--- config.mk ---
export PLATFORM = sky130hd
export DESIGN_NAME = sha256_round_engine
export DESIGN_NICKNAME = d
export VERILOG_FILES = /design/src/rtl/sha256_round_engine.sv
export SDC_FILE = /design/constraint.sdc
export NUM_CORES = 2
export LEC_CHECK = 0
export CELL_PAD_IN_SITES_DETAIL_PLACEMENT = 0
export CELL_PAD_IN_SITES_GLOBAL_PLACEMENT = 2
export CORE_MARGIN = 3
export CORE_UTILIZATION = 47
export CTS_BUF_LIST = sky130_fd_sc_hd__clkbuf_8
export DETAILED_ROUTE_END_ITERATION = 8
export GPL_ROUTABILITY_DRIVEN = 0
export GPL_TIMING_DRIVEN = 1
export PLACE_DENSITY = 0.92
export REMOVE_ABC_BUFFERS = 1
export SYNTH_ARGS = -nofsm -noshare
export SYNTH_HDL_FRONTEND = slang
export SYNTH_SLANG_ARGS = --single-unit
--- constraint.sdc ---
create_clock -name clk -period 25.2 [get_ports clk]
set_input_delay 5.04 -clock clk [delete_from_list [all_inputs] [get_ports clk]]
set_output_delay 5.04 -clock clk [all_outputs]
set_load 0.02 [all_outputs]
--- src/rtl/sha256_round_engine.sv ---
// rtl/sha256_round_engine.sv - SHA-256 compression engine, 16-word load then one round per clock
// Define SHA256_CHAIN_EN to add block_first and chain H across blocks of one message.
module sha256_round_engine #(
  parameter int IV_SEL = 0
) (
  input  logic         clk,
  input  logic         rst_n,
  input  logic [31:0]  word_in,
  input  logic         word_valid,
  output logic         word_ready,
  output logic [5:0]   round_n,
  input  logic [31:0]  k_in,
  output logic         busy,
  output logic [255:0] digest_out,
  output logic         digest_valid
`ifdef SHA256_CHAIN_EN
  ,
  input  logic         block_first
`endif
);

  typedef enum logic [1:0] {
    S_IDLE,
    S_LOAD,
    S_ROUND,
    S_FINAL
  } state_t;

  localparam logic [31:0] IV256 [8] = '{
    32'h6a09e667, 32'hbb67ae85, 32'h3c6ef372, 32'ha54ff53a,
    32'h510e527f, 32'h9b05688c, 32'h1f83d9ab, 32'h5be0cd19
  };
  localparam logic [31:0] IV224 [8] = '{
    32'hc1059ed8, 32'h367cd507, 32'h3070dd17, 32'hf70e5939,
    32'hffc00b31, 32'h68581511, 32'h64f98fa7, 32'hbefa4fa4
  };

  state_t      state;
  state_t      state_nxt;
  logic [3:0]  word_cnt;
  logic [31:0] h_reg [8];
  logic [31:0] st [8];
  logic [31:0] w [16];
  logic [31:0] iv_w [8];
  logic [31:0] h_sum [8];
  logic [31:0] t1;
  logic [31:0] t2;
  logic [31:0] w_next;
  logic [255:0] digest_nxt;
  logic        xfer;
  logic        load_done;
  logic        reload_iv;

  function automatic logic [31:0] big_s0(input logic [31:0] x);
    return {x[1:0], x[31:2]} ^ {x[12:0], x[31:13]} ^ {x[21:0], x[31:22]};
  endfunction

  function automatic logic [31:0] big_s1(input logic [31:0] x);
    return {x[5:0], x[31:6]} ^ {x[10:0], x[31:11]} ^ {x[24:0], x[31:25]};
  endfunction

  function automatic logic [31:0] small_s0(input logic [31:0] x);
    return {x[6:0], x[31:7]} ^ {x[17:0], x[31:18]} ^ (x >> 3);
  endfunction

  function automatic logic [31:0] small_s1(input logic [31:0] x);
    return {x[16:0], x[31:17]} ^ {x[18:0], x[31:19]} ^ (x >> 10);
  endfunction

`ifdef SHA256_CHAIN_EN
  assign reload_iv = block_first;
`else
  assign reload_iv = 1'b1;
`endif

  assign xfer      = word_valid & word_ready;
  assign load_done = xfer && (state == S_LOAD) && (word_cnt == 4'd15);

  always_comb begin
    for (int i = 0; i < 8; i++) begin
      iv_w[i]  = (IV_SEL != 0) ? IV224[i] : IV256[i];
      h_sum[i] = h_reg[i] + st[i];
    end
    digest_nxt = {h_sum[0], h_sum[1], h_sum[2], h_sum[3],
                  h_sum[4], h_sum[5], h_sum[6], h_sum[7]};
  end

  always_comb begin
    t1 = st[7] + big_s1(st[4]) + ((st[4] & st[5]) ^ (~st[4] & st[6])) + k_in + w[0];
    t2 = big_s0(st[0]) + ((st[0] & st[1]) ^ (st[0] & st[2]) ^ (st[1] & st[2]));
    w_next = small_s1(w[14]) + w[9] + small_s0(w[1]) + w[0];
  end

  always_ff @(posedge clk) begin
    if (!rst_n) begin
      state <= S_IDLE;
    end else begin
      state <= state_nxt;
    end
  end

  always_comb begin
    state_nxt  = state;
    word_ready = 1'b0;
    busy       = 1'b0;
    case (state)
      S_IDLE: begin
        word_ready = 1'b1;
        if (word_valid) state_nxt = S_LOAD;
      end
      S_LOAD: begin
        word_ready = 1'b1;
        if (word_valid && word_cnt == 4'd15) state_nxt = S_ROUND;
      end
      S_ROUND: begin
        busy = 1'b1;
        if (round_n == 6'd63) state_nxt = S_FINAL;
      end
      S_FINAL: begin
        busy      = 1'b1;
        state_nxt = S_IDLE;
      end
      default: state_nxt = S_IDLE;
    endcase
  end

  always_ff @(posedge clk) begin
    if (!rst_n) begin
      word_cnt     <= 4'd0;
      round_n      <= 6'd0;
      digest_valid <= 1'b0;
      digest_out   <= '0;
      for (int i = 0; i < 8; i++) h_reg[i] <= iv_w[i];
    end else begin
      digest_valid <= (state == S_FINAL);
      // word_cnt wraps 15 -> 0 on the last word, so IDLE always sees zero
      if (xfer) word_cnt <= word_cnt + 4'd1;
      if (xfer && state == S_IDLE && reload_iv) begin
        for (int i = 0; i < 8; i++) h_reg[i] <= iv_w[i];
      end
      if (state == S_ROUND && round_n != 6'd63) round_n <= round_n + 6'd1;
      else round_n <= 6'd0;
      if (state == S_FINAL) begin
        for (int i = 0; i < 8; i++) h_reg[i] <= h_sum[i];
        digest_out <= digest_nxt;
      end
    end
  end

  // Working state and schedule carry no reset: an abandoned block is simply reloaded.
  always_ff @(posedge clk) begin
    if (xfer || state == S_ROUND) begin
      for (int i = 0; i < 15; i++) w[i] <= w[i + 1];
      w[15] <= xfer ? word_in : w_next;
    end
    if (load_done) begin
      for (int i = 0; i < 8; i++) st[i] <= h_reg[i];
    end else if (state == S_ROUND) begin
      st[0] <= t1 + t2;
      st[1] <= st[0];
      st[2] <= st[1];
      st[3] <= st[2];
      st[4] <= st[3] + t1;
      st[5] <= st[4];
      st[6] <= st[5];
      st[7] <= st[6];
    end
  end

endmodule

==> impl_metrics.tcl <==
set metrics [dict create \
    holdCritPathClass "reg -> reg" \
    wl_mm 204 \
    grt_pass1_vias 46420 \
    hpwl_mm 153 \
    setup_tns_ns 0 \
    num-fill-cells 12287 \
    synth_top_cell_area_share_pct 43.2 \
    final_area_um2 79000 \
    avgRoutedWirePerCell_um 24.5 \
    fin_nets 6861 \
    synthAdderAreaFrac_pct 12.6 \
    core_area_um2 145000 \
    final_core_util_pct 54.6 \
    final_layout_size_suffix_gt1_share_pct 9.73 \
    drt_pass1_iterations 6 \
    max-cap-violations 0 \
    vias_per_cell 5.69 \
    die_y_um 389 \
    clock_skew_ns 0.105 \
    synth-seq-cells 1293 \
    worstMarginPinSlew_ns 1.08 \
    clk_latency_ns 1.00 \
    die_w_um 389 \
    muxShareOfSynthArea_pct 4.37 \
    crit_slowest_cell "clkdlybuf4s50_1" \
    cts_resized 0 \
    syn_area_um2 68900 \
    dieArea_um2 151000 \
    relSlewSlack_pct 28.3 \
    drcViolationCount 0 \
    grt_setup_unrepaired "no" \
    rr_endpoint "st[0][159]" \
    cts_inserted_buffers 216 \
    vias 47319 \
    gr-total-overflow 0 \
    io_pins 332 \
    ys.flop_type "edfxtp_1" \
    layout_setup_ws_ns 13.13 \
    syn_to_final_growth_pct 14.6 \
    clock-sinks 1293 \
    grt_max_degree 147 \
    setup_viol 0 \
    start_kind "input pin" \
    initial_core_util_pct 47.7 \
    hp-start "w[1][229]" \
    yosys-top-cells-count "edfxtp_1, nand2_1, xnor2_1" \
    rrSetupSlack_ns 16.37 \
    antenna_found_initial 12 \
    maxSlewViolCount 0 \
    cts_tree "yes" \
    regMostFlops "w" \
    cp.required_ns 25.89 \
    dp_slack_ns 12.23 \
    fin_crit_ns 12.07 \
    holdPathStages 0 \
    clkSlewWorstSetupHoldPaths_ns 0.07 \
    yosys.area_share.simple_pct 8.62 \
    synth.distinct_cells 88 \
    dpl_cell_area_um2 74200 \
    worst_r2r_path_depth 31 \
    critPathCaptureType "register" \
    synth_top_family_by_area "adder cells" \
    htreeDepth 4 \
    max_freq_ghz 0.0829 \
    synth_compound_area_share_pct 12.4 \
    rows 139 \
    status "completed" \
    cp_slowest_stage_delay_ns 0.55 \
    cts_hold_buf 0 \
    yosys.area.top_type "edfxtp_1" \
    largest_register_ffs 512 \
    path_class "in -> reg" \
    synth_edf_count 992 \
    postCtsSetupBuffers 0 \
    synth_xor_area_share_pct 7.08 \
    ant_nets 0 \
    reg2reg_from "st[0][155]" \
    cts_buffer_depth 3 \
    cp_common_cell "fa_1" \
    numPortBuffers 331 \
    synthTopCellsByArea "edfxtp_1, dfxtp_1, ha_1" \
    syn_area_per_cell_um2 11.8 \
    final_hold_viol_count 0 \
    arrival_ns 12.75 \
    track_usage_pct 26.6 \
    hold_end "w[1][197]" \
    ys_seq_area_share_pct 52.0 \
    yosysWarnings 0 \
    crit_start "k_in[2]" \
    final_min_period_over_clock_period_pct 47.9 \
    grt_pass1_wl_mm 301 \
    yosysMostFrequentCell "edfxtp_1" \
    drt_iter0_drc 4435 \
    synth_cells 5838 \
    async_reset_ff_share_pct 0 \
    crit_fanout 5 \
    cts-root-buf "clkbuf_8" \
]
## through the flow
step	cells	hold slack (ns)
floorplan	5630	0.400
global placement	7906	0.400
detailed placement	7906	0.405
CTS	8313	0.383
global route	8317	0.396
finish	8321	0.400
## worst max-delay path by stage
stage,endpoint,slack [ns],cells after the start
2_1_floorplan,w[0][0],7.08,2
3_3_place_gp,st[0][159],12.37,30
3_5_place_dp,st[0][159],12.23,30
4_1_cts,st[0][159],13.28,30
5_1_grt,st[0][159],12.86,30
6_report,st[0][159],13.13,30
## critical path, delay by kind of cell
family | cells | cell delay (ns)
AND/OR/NAND/NOR | 4 | 0.52
buffers and inverters | 4 | 0.84
AO/OA/AOI/OAI | 15 | 3.88
adder cells (fa/ha/maj) | 5 | 2.15
XOR/XNOR | 2 | 0.34
## cell type report
| type | instances | area (um^2) | area share [%] |
|---|---|---|---|
| antenna | 8 | 20.0 | 0.0253 |
| clock buffer | 250 | 3440 | 4.36 |
| clock inverter | 157 | 1270 | 1.61 |
| inverter | 335 | 1260 | 1.60 |
| multi-input combinational | 4002 | 31100 | 39.4 |
| sequential | 1293 | 35800 | 45.3 |
| tap | 1903 | 2380 | 3.01 |
| timing repair buffer | 373 | 3650 | 4.62 |
## logic make-up after synthesis
kind of cell | after synthesis
AO/OA/AOI/OAI | 1317
flip-flops | 1293
AND/OR/NAND/NOR | 1280
adder cells (fa/ha/maj) | 577
XOR/XNOR | 554
buffers and inverters | 543
multiplexers | 274
## layer usage
metal | part of all wire [%] | GRT usage [%] | vias up
met1 | 45 | 38.5 | 23404
met4 | 3.1 | 8.38 | 2
met5 | 0.0064 | 0 | -
met2 | 44 | 40.8 | 1830
met3 | 7.7 | 4.80 | 299
li1 | - | - | 21784
## layout by cell type (no fill, tap or decap), types with 295 or more instances in the layout
cell and count:
a21o_1 295, a21oi_1 296, clkdlybuf4s50_1 330, dfxtp_1 301
edfxtp_1 992, ha_1 377, inv_1 398, nand2_1 486
nor2_1 302, o21ai_0 303, xnor2_1 394
Power is not shown: default switching activity piles up to over one toggle a cycle in this logic, so the estimate is an artifact.
